File: src/rtl/wave_pkg.sv
// Shared widths, constants and FSM state encoding for the wave mixer.
package wave_pkg;
    localparam int SMP_W  = 16;
    localparam int VOL_W  = 8;
    localparam int ACC_W  = 20;
    localparam int PROD_W = SMP_W + VOL_W + 1;
    localparam int OFS8   = 128;

    typedef enum logic [1:0] {
        ST_IDLE,
        ST_ACC,
        ST_OUT
    } state_e;
endpackage

File: src/rtl/wave_mix_mac.sv
// One channel term: normalise to signed 16, scale by vol/256, gate by enable.
module wave_mix_mac
    import wave_pkg::*;
(
    input  logic [SMP_W-1:0]        d,
    input  logic                    fmt8,
    input  logic [VOL_W-1:0]        vol,
    input  logic                    en,
    output logic signed [ACC_W-1:0] term
);
    logic signed [SMP_W-1:0]  u8_s;
    logic signed [SMP_W-1:0]  s;
    logic signed [PROD_W-1:0] p;

    always_comb begin
        // Unsigned 8-bit centred on 128, then moved up to full 16-bit scale.
        u8_s = signed'({8'b0, d[7:0]}) - SMP_W'(OFS8);
        s    = fmt8 ? (u8_s <<< 8) : signed'(d);
        p    = s * signed'({1'b0, vol});
        term = en ? {{(ACC_W - PROD_W + 8){p[PROD_W-1]}}, p[PROD_W-1:8]} : '0;
    end
endmodule

File: src/rtl/wave_mixer.sv
// Time-multiplexed mixer: one channel MAC per clock, saturated 16-bit output per strobe.
module wave_mixer
    import wave_pkg::*;
#(
    parameter int NUM_CHAN    = 8,
    parameter int ATTEN_SHIFT = 0
) (
    input  logic                      I_CLK,
    input  logic                      I_RST,
    input  logic                      I_STROBE,
    input  logic [NUM_CHAN*SMP_W-1:0] I_SND,
    input  logic [NUM_CHAN-1:0]       I_FMT8,
    input  logic [NUM_CHAN*VOL_W-1:0] I_VOL,
    input  logic [NUM_CHAN-1:0]       I_CH_EN,
    output logic [SMP_W-1:0]          O_SND,
    output logic                      O_VALID,
    output logic                      O_CLIP,
    output logic                      O_BUSY,
    output logic                      O_MISS
);
    localparam int IDX_W = (NUM_CHAN > 1) ? $clog2(NUM_CHAN) : 1;
    localparam logic [IDX_W-1:0]        IDX_LAST = IDX_W'(NUM_CHAN - 1);
    localparam logic signed [ACC_W-1:0] SAT_MAX  = ACC_W'(2 ** (SMP_W - 1) - 1);
    localparam logic signed [ACC_W-1:0] SAT_MIN  = ~SAT_MAX;

    state_e state_q, state_d;

    logic [NUM_CHAN*SMP_W-1:0] snd_q;
    logic [NUM_CHAN-1:0]       fmt_q;
    logic [NUM_CHAN*VOL_W-1:0] vol_q;
    logic [NUM_CHAN-1:0]       en_q;
    logic [IDX_W-1:0]          idx;
    logic signed [ACC_W-1:0]   acc;

    logic [SMP_W-1:0]        ch_snd;
    logic                    ch_fmt8;
    logic [VOL_W-1:0]        ch_vol;
    logic                    ch_en;
    logic signed [ACC_W-1:0] term;
    logic signed [ACC_W-1:0] shifted;
    logic [SMP_W-1:0]        sat_snd;
    logic                    sat_clip;

    always_ff @(posedge I_CLK) begin
        if (I_RST) state_q <= ST_IDLE;
        else       state_q <= state_d;
    end

    always_comb begin
        state_d = state_q;
        case (state_q)
            ST_IDLE: if (I_STROBE) state_d = ST_ACC;
            ST_ACC:  if (idx == IDX_LAST) state_d = ST_OUT;
            ST_OUT:  state_d = ST_IDLE;
            default: state_d = ST_IDLE;
        endcase
    end

    assign O_BUSY = (state_q != ST_IDLE);

    always_comb begin
        ch_snd  = '0;
        ch_fmt8 = 1'b0;
        ch_vol  = '0;
        ch_en   = 1'b0;
        for (int n = 0; n < NUM_CHAN; n++) begin
            if (idx == IDX_W'(n)) begin
                ch_snd  = snd_q[n*SMP_W +: SMP_W];
                ch_fmt8 = fmt_q[n];
                ch_vol  = vol_q[n*VOL_W +: VOL_W];
                ch_en   = en_q[n];
            end
        end
    end

    wave_mix_mac u_mac (
        .d    (ch_snd),
        .fmt8 (ch_fmt8),
        .vol  (ch_vol),
        .en   (ch_en),
        .term (term)
    );

    always_comb begin
        shifted  = acc >>> ATTEN_SHIFT;
        sat_clip = 1'b0;
        sat_snd  = shifted[SMP_W-1:0];
        if (shifted > SAT_MAX) begin
            sat_snd  = SAT_MAX[SMP_W-1:0];
            sat_clip = 1'b1;
        end else if (shifted < SAT_MIN) begin
            sat_snd  = SAT_MIN[SMP_W-1:0];
            sat_clip = 1'b1;
        end
    end

    always_ff @(posedge I_CLK) begin
        if (I_RST) begin
            snd_q   <= '0;
            fmt_q   <= '0;
            vol_q   <= '0;
            en_q    <= '0;
            idx     <= '0;
            acc     <= '0;
            O_SND   <= '0;
            O_VALID <= 1'b0;
            O_CLIP  <= 1'b0;
            O_MISS  <= 1'b0;
        end else begin
            O_VALID <= 1'b0;
            O_CLIP  <= 1'b0;
            // Strobes landing mid-mix are dropped, only flagged.
            if (I_STROBE && state_q != ST_IDLE) O_MISS <= 1'b1;
            case (state_q)
                ST_IDLE: begin
                    if (I_STROBE) begin
                        snd_q <= I_SND;
                        fmt_q <= I_FMT8;
                        vol_q <= I_VOL;
                        en_q  <= I_CH_EN;
                        acc   <= '0;
                        idx   <= '0;
                    end
                end
                ST_ACC: begin
                    acc <= acc + term;
                    if (idx != IDX_LAST) idx <= idx + 1'b1;
                end
                ST_OUT: begin
                    O_SND   <= sat_snd;
                    O_CLIP  <= sat_clip;
                    O_VALID <= 1'b1;
                end
                default: ;
            endcase
        end
    end
endmodule

File: config.mk
export PLATFORM = sky130hd
export DESIGN_NAME = wave_mixer
export DESIGN_NICKNAME = d
export VERILOG_FILES = /design/src/rtl/wave_pkg.sv /design/src/rtl/wave_mix_mac.sv /design/src/rtl/wave_mixer.sv
export SDC_FILE = /design/constraint.sdc
export NUM_CORES = 1
export LEC_CHECK = 0
export CAP_MARGIN = 10
export CORE_UTILIZATION = 30
export CTS_BUF_LIST = sky130_fd_sc_hd__clkbuf_8
export DETAILED_ROUTE_END_ITERATION = 10
export GPL_TIMING_DRIVEN = 0
export PLACE_DENSITY = 0.59
export REMOVE_ABC_BUFFERS = 1
export SLEW_MARGIN = 20
export SYNTH_ARGS = -nofsm -noshare
export SYNTH_HDL_FRONTEND = slang
export SYNTH_SLANG_ARGS = --single-unit
File: constraint.sdc
create_clock -name I_CLK -period 17.1 [get_ports I_CLK]
set_input_delay 1.71 -clock I_CLK [delete_from_list [all_inputs] [get_ports I_CLK]]
set_output_delay 1.71 -clock I_CLK [all_outputs]
set_load 0.01 [all_outputs]
* Yosys cells after proc, flatten, opt, wreduce, memory -nomap -nowiden
Index checks and enable logic that the tools add are counted.
Cells by class: equal/unequal tests 13, multipliers 1, magnitude comparators 2, multiplexer cells 47, reductions and logical operators 10, $add $sub $neg 3, bitwise logic cells 1
Operators with widths (number):
- 2-to-1 mux 16 bit | 11
- 2-to-1 mux 8 bit | 8
- 2-to-1 mux 20 bit | 2
- case mux 20 bit (2 select lines) | 1
- multiplier 16 x 9 -> 25 bit | 1
- adder 20 bit | 1
- greater-than comparator 20 x 16 -> 1 bit (second input constant) | 1
- less-than comparator 20 x 16 -> 1 bit (second input constant) | 1
- 2-to-1 mux 1 bit | 19
- == test 3 bit (second input constant) | 4
- subtractor 8 bit (second input constant) | 1
- == test 3 x 2 -> 1 bit (second input constant) | 2
- 2-to-1 mux 3 bit | 2
- != test 2 bit (second input constant) | 3
- case mux 3 bit (2 select lines) | 1
- AND reduction 2 bit | 3
- 2-to-1 mux 2 bit | 2
- case mux 2 bit (2 select lines) | 1
- nonzero test 2 bit | 2
- adder 3 x 1 -> 3 bit (second input constant) | 1
- == test 3 x 1 -> 1 bit (second input constant) | 1
- logical NOT 3 bit | 1
- != test 3 bit (second input constant) | 1
- AND reduction 3 bit | 1
- 6 further kinds | 6
Storage, ports and cells: register bits after elaboration 252, word-level logic and storage cells 88, output and inout bits 20, bits of input ports 211

* Depth between registers and ports, before layout
Gate-level depths: netlist (run 1).
word-level depth 15, gate-level depth with buffers 46, gate-level depth less buffers 42

* By module
Synthesis (run 1) repeated with hierarchy kept, for this count alone.
Second synthesis, totals: cells, all modules 2166, area total of the unflattened synthesis 16432.0 um^2
By module, submodules not included:
- wave_mixer | sequential area each 5044.8 um^2, instances 1, area an instance 11558.6 um^2, cells each 1589
- wave_mix_mac | sequential area each 0.0 um^2, instances 1, area an instance 4873.4 um^2, cells each 577

* Least setup slack after synthesis (run 1)
No wires, ideal clock.
path type reg-to-reg, start register idx[1], end register acc[19], path slack 7.247 ns, stages on the path, launching flop included 44, required time 17.026 ns, buffers on the path 4, data arrival time 9.779 ns, cell sequence dfxtp_1 > inv_1 > ha_1 > buf_2 > buf_2 > nor3b_1 > clkbuf_1 > clkbuf_1 > a22oi_1 > a211oi_1 > a21oi_1 > a211oi_1 > a21oi_1 > a211oi_1 > a21oi_1 > mux2_2 > inv_1 > nand2_1 > (+8 left out) > nand2_1 > a211oi_1 > nand2_1 > a2111oi_4 > o21ai_0 > a21boi_0 > o21ai_0 > a21oi_1 > o41ai_1 > mux2_2 > ha_1 > or2_2 > a21oi_1 > a31oi_1 > a221o_1 > nor3b_1 > or4_1 > a31oi_1
Between the ends: longest elaborated chain between the ends 15, elaborated cells between the ends (all ways) 46, those cells by class add/sub (2); mul (1); eq/ne (7); mux (35); reduce/logical (1)
Ends and longest elaborated chain:
- start, declared | line wave_mixer.sv:32 | logic [IDX_W-1:0] idx;
- start signal, assigned | line wave_mixer.sv:127 | if (idx != IDX_LAST) idx <= idx + 1'b1;
- logical NOT 3 bit | line wave_mixer.sv:67 | if (idx == IDX_W'(n)) begin
- 2-to-1 mux 16 bit (8 in a row) | line wave_mixer.sv:67
- subtractor 8 bit | line wave_mix_mac.sv:17 | u8_s = signed'({8'b0, d[7:0]}) - SMP_W'(OFS8);
- 2-to-1 mux 16 bit | line wave_mix_mac.sv:18 | s = fmt8 ? (u8_s <<< 8) : signed'(d);
- multiplier 16 x 9 -> 25 bit | line wave_mix_mac.sv:19 | p = s * signed'({1'b0, vol});
- 2-to-1 mux 20 bit * | line wave_mix_mac.sv:20 | term = en ? {{(ACC_W - PROD_W + 8){p[PROD_W-1]}}, p[PROD_W-1:8]} : '0;
- adder 20 bit * | line wave_mixer.sv:126 | acc <= acc + term;
- case mux 20 bit (2 select lines) * | line wave_mixer.sv:114 | case (state_q)
- end signal, assigned | line wave_mixer.sv:126
- end, declared | line wave_mixer.sv:33 | logic signed [ACC_W-1:0] acc;
Every way passes the cells marked *; elsewhere a longest branch is shown, timed or not. A chain may end at the register's enable or synchronous reset.

* Worst setup path after layout (run 1)
start register idx[0], end register acc[19]
Same word-level chain as after synthesis.

==> impl_metrics.tcl, run 1 <==
set metrics [dict create \
    status "finished, violations left" \
    failed_checks "DRC" \
    vias 14600 \
    synth_compound_area_share_pct 20.2 \
    slew_violations 0 \
    slew_headroom_pct 28.2 \
    core_sq_mm 0.0529 \
    reg2reg_depth 38 \
    utilization_pct 37.9 \
    ys_seq_area_share_pct 31.3 \
    synth_edf_count 0 \
    dominantRegCellSynth "dfxtp_1" \
    crit_type "reg -> reg" \
    seq_area_sq_mm 0.00504 \
    fin_skew_ps 31.5 \
    htreeDepth 2 \
    drt_iter0_drc 786 \
    routed_wl_mm 44.0 \
    cts-root-buf "clkbuf_8" \
    r2r-start "idx[0]" \
    rsz0062_at_grt "false" \
    dr.pass1.iters 10 \
    critPathLaunch "idx[0]" \
    synth_top_family_by_area "simple AND/OR/NAND/NOR gates" \
    postCtsSetupBuffers 0 \
    holdPathStages 2 \
    cp_data_required_time_ps 17600 \
    endpoint_kind "flip-flop" \
    grt_pass1_wl_mm 72.8 \
    nFillCells 5466 \
    worst_ep_arrival_time_ps 12120 \
    synthToLayoutAreaGrowth_pct 24.5 \
    numCtsBuffers 46 \
    synth_adder_area_share_pct 18.1 \
    drv_cap 0 \
    critPathLaunchType "flip-flop" \
    dieHeight_um 234 \
    max_stage_delay_ps 760 \
    synth_cell_types 62 \
    dieArea_sq_mm 0.0546 \
    setup_violations 0 \
    dpl_cell_area_sq_mm 0.0192 \
    wire_per_inst_um 14.7 \
    min_period_over_period_pct 68.0 \
    cts.sinks 252 \
    syn-cell-area_sq_mm 0.0161 \
    finalInstanceArea_sq_mm 0.0201 \
    hold_class "reg -> reg" \
    dp.final_hpwl_mm 33.6 \
    path_max_fanout 24 \
    tns_ps 0 \
    grt_pass1_vias 14500 \
    max_freq_ghz 0.0861 \
    multiInputGateArea_sq_mm 0.00998 \
    finalHoldViolCount 0 \
    synth.area.mux_share_pct 0.683 \
    cpMaxStageDelayCell "ha_1" \
    synth-simple-area-share_pct 21.1 \
    rows 84 \
    via_per_inst 4.85 \
    cts_resized 0 \
    drive_above_1_share_pct 5.57 \
    synth-xor-area-share_pct 1.41 \
    numPortBuffers 230 \
    antennaDiodeCount 0 \
    grt_start_max_net_pins 115 \
    min-delay-start "O_SND[4]" \
    clockBufferDepth 3 \
    cts.reportedPaths.clkPinSlew_ps 60 \
    gp_congestion 0.856 \
    ir_worst_vdd_uv 37.7 \
    synth_seq_cells 252 \
    die_w_um 234 \
    cts_hold_buffers 0 \
    syn_inst 2132 \
    drc 12 \
    nets 2669 \
    p_leak_nw 8.40 \
    clock_latency_ps 600 \
    worstMarginPinSlew_ps 1070 \
    async_reset_ff_share_pct 0 \
    cts_tree "done" \
    num_io_pins 231 \
    avgSynthCellArea_sq_um 7.56 \
    antenna_found_initial 2 \
    grt-ovfl-total 0 \
    start_util_pct 30.5 \
    grt_usage_pct 16.3 \
    period_needed_ps 11620 \
    yosysWarnings 0 \
    ant_nets 0 \
    powerDensity_mw_per_mm2 76.0 \
]
[cells in the mapped netlist (16+ instances only)]
library cell / number / area [sq um]
fa_1: 102 / 2040
ha_1: 70 / 876
nor3_1: 16 / 80.1
inv_1: 162 / 608
o211ai_1: 20 / 150
clkbuf_1: 129 / 484
o21ai_0: 20 / 100
a211oi_1: 69 / 518
nand2_1: 521 / 1960
a21oi_1: 327 / 1640
nor2_1: 183 / 687
a22oi_1: 22 / 165
a21o_1: 19 / 143
dfxtp_1: 252 / 5040
nand3_1: 24 / 120
xnor2_1: 18 / 158
[metal layers]
metal / vias up / global-route usage, % / routed length (um)
met5: - / 0 / 26
met3: 65 / 2.80 / 2050
li1: 7353 / - / -
met4: 4 / 4.46 / 852
met1: 6813 / 21.0 / 20300
met2: 330 / 27.8 / 20800
[cell usage in the layout, fill, tap and decap left out, types with 16 or more instances in the layout]
cell,instances
nand2_1,518
o21ai_0,18
a21oi_1,322
ha_1,68
nor3_1,16
a22oi_1,22
nand3_1,24
nor2_1,182
o211ai_1,20
a21o_1,19
clkdlybuf4s50_1,229
fa_1,102
a211oi_1,69
inv_1,176
dfxtp_1,252
clkbuf_8,50
xnor2_1,18
[final timing paths]
check        slack, ps        to
max               5480   acc[19]
min                450  O_SND[4]
max reg2reg       5480   acc[19]
min reg2reg        450  O_SND[4]
[critical path, delay by kind of cell, from the launching register on]
family	cells	cell delay, ps
compound gates	18	4480
fa+ha+maj	7	3470
buf+inv	4	370
flops	1	400
mux	1	300
simple gates	8	2470
[report_power, final]
group          switching, mW  internal (mW)
clock network          0.255          0.300
logic                  0.191          0.144
registers             0.0161          0.619
[logic make-up (layout without fill, tap and decap cells)]
logic type      count (synthesis)  in the layout
buf+inv                       306            488
xor+xnor                       26             26
simple gates                  826            826
compound gates                540            540
mux                            10             10
flops                         252            252
fa+ha+maj                     172            172
[flip-flops by register name, summed over array words and instances (netlist names)]
signal / flops
snd_q: 128
vol_q: 64
acc: 20
O_SND: 16
en_q: 8
fmt_q: 8
idx: 3
state_q: 2
O_CLIP: 1
O_MISS: 1
O_VALID: 1
[layout make-up]
| class | count | area share [%] |
|---|---|---|
| Clock buffer | 50 | 3.43 |
| Clock inverter | 26 | 0.929 |
| Inverter | 164 | 3.09 |
| Multi-Input combinational cell | 1574 | 49.8 |
| Sequential cell | 252 | 25.1 |
| Tap cell | 688 | 4.29 |
| Timing Repair Buffer | 248 | 13.4 |
[stage by stage]
stage	hold slack (ps)	setup slack (ps)	cells	power, mW
after detailed placement	446	5510	2926	0.984
final	448	5480	3002	1.52
after floorplan	425	6190	1990	0.851
after global placement	442	2320	2908	0.985
after global routing	469	4460	3002	1.62
after CTS	452	5460	3002	1.55
Power figures use the tool's default switching activity.
==> run 2, diff against run 1 <==
==> constraint.sdc (replaced) <==
create_clock -name I_CLK -period 12.1 [get_ports I_CLK]
set_input_delay 1.21 -clock I_CLK [delete_from_list [all_inputs] [get_ports I_CLK]]
set_output_delay 1.21 -clock I_CLK [all_outputs]
set_load 0.01 [all_outputs]
==> impl_metrics.tcl, run 2 (same netlist as run 1, synthesis figures left out) <==
set metrics [dict create \
    routed_wl_mm 44.8 \
    cts.reportedPaths.clkPinSlew_ps 60 \
    layout_commonest_cell "nand2_1" \
    vias 14600 \
    tns_ps 0 \
    start_util_pct 30.5 \
    grt_pass1_vias 14500 \
    reg.largest.list "snd_q: 128 flops, vol_q: 64 flops, acc: 20 flops" \
    rows 84 \
    status "finished, violations left" \
    cts-root-buf "clkbuf_8" \
    ant_nets 0 \
    drc 14 \
    nets 2670 \
    finalInstanceArea_sq_mm 0.0201 \
    dieArea_sq_mm 0.0546 \
    whs_ps 448 \
    largest_register "snd_q" \
    slew_headroom_pct 28.4 \
    cpMaxStageDelayCell "fa_1" \
    p_leak_nw 8.40 \
    cpMostUsedCell "inv_1" \
    cp_data_required_time_ps 12600 \
    dp.cells 2926 \
    antenna_found_initial 3 \
    drive_above_1_share_pct 5.83 \
    slew_violations 0 \
    p_comb_share_pct 22.1 \
    core_sq_mm 0.0529 \
    rsz0062_at_grt "false" \
    wire_per_inst_um 14.9 \
    powerDensity_mw_per_mm2 107 \
    fin_total_pwr_mw 2.16 \
    grt_start_max_net_pins 115 \
    htreeDepth 2 \
    num_io_pins 231 \
    cts_hold_buffers 0 \
    drv_cap 0 \
    dieHeight_um 234 \
    cts.sinks 252 \
    synthToLayoutAreaGrowth_pct 24.7 \
    grt_usage_pct 16.3 \
    p_switching_mw 0.656 \
    worst_ep_arrival_time_ps 11580 \
    worstMarginPinSlew_ps 1070 \
    hold_class "reg -> reg" \
    period_needed_ps 11080 \
    max_stage_delay_ps 540 \
    antennaDiodeCount 0 \
    numPortBuffers 230 \
    grt-ovfl-total 0 \
    cts_tree "done" \
    ir_worst_vdd_uv 53.7 \
    setup_violations 0 \
    setup_slack_ps 1020 \
    die_w_um 234 \
    p_clk_share_pct 36.4 \
    finalHoldViolCount 0 \
    grt_pass1_wl_mm 72.8 \
    largest_register_ffs 128 \
    failed_checks "DRC" \
    clock_latency_ps 600 \
    endpoint_kind "flip-flop" \
    dpl_cell_area_sq_mm 0.0192 \
    layoutNonFillerInstCount 3003 \
    p_sw_share_pct 30.4 \
    intPower_mw 1.50 \
    fin_skew_ps 32.7 \
    clockBufferDepth 3 \
    gp_congestion 0.856 \
    path_max_fanout 25 \
    crit_type "reg -> reg" \
    p_seq_share_pct 41.6 \
    nFillCells 5459 \
    layout.cells.most_common_list "518 x nand2_1, 321 x a21oi_1, 251 x dfxtp_1" \
    max_freq_ghz 0.0903 \
    dp.final_hpwl_mm 33.6 \
    numCtsBuffers 46 \
    via_per_inst 4.85 \
    dp_slack_ps 510 \
    utilization_pct 38.0 \
    drt_iter0_drc 802 \
    dr.pass1.iters 10 \
    critPathLaunchType "flip-flop" \
    min_period_over_period_pct 91.5 \
]
## run 2: cell type report
cell class | instances | area, sq um | area share (%)
Multi-Input combinational cell | 1575 | 10000 | 49.8
Clock buffer | 50 | 688 | 3.42
Timing Repair Buffer | 248 | 2680 | 13.3
Clock inverter | 26 | 186 | 0.928
Inverter | 164 | 621 | 3.09
Tap cell | 688 | 861 | 4.28
Sequential cell | 252 | 5050 | 25.1
## run 2: critical path, delay by kind of cell, from the launching register on
| family | cells | cell delay (ps) |
|---|---|---|
| buf+inv | 7 | 890 |
| simple gates | 8 | 2160 |
| fa+ha+maj | 7 | 3090 |
| mux | 1 | 290 |
| flops | 1 | 380 |
| compound gates | 18 | 4140 |
## run 2: power by group through the flow
stage               combinational (mW)  sequential, mW  clock (mW)
floorplan                        0.294           0.909           0
global placement                 0.479           0.914           0
detailed placement               0.476           0.915           0
CTS                              0.478           0.897       0.811
global route                     0.538           0.902       0.846
finish                           0.477           0.897       0.785
## run 2: timing repair
action,4_1_cts,5_1_grt
setup endpoints to repair,0,4
gates resized for setup,0,8
buffers inserted,0,0
## run 2: path summary, 6_finish.rpt
check,start,end,slack [ps],depth (start not counted)
max,idx[1],acc[19],1020,41
min,O_SND[4],O_SND[4],450,2
max reg2reg,idx[1],acc[19],1020,41
min reg2reg,O_SND[4],O_SND[4],450,2
## run 2: per-layer routing
layer  wire length, um  vias up  global-route usage, %
met5                26        -                      0
met4               803        4                   4.46
met3              1950       59                   2.80
met2             21100      301                   27.8
met1             20900     6856                   21.0
li1                  -     7357                      -
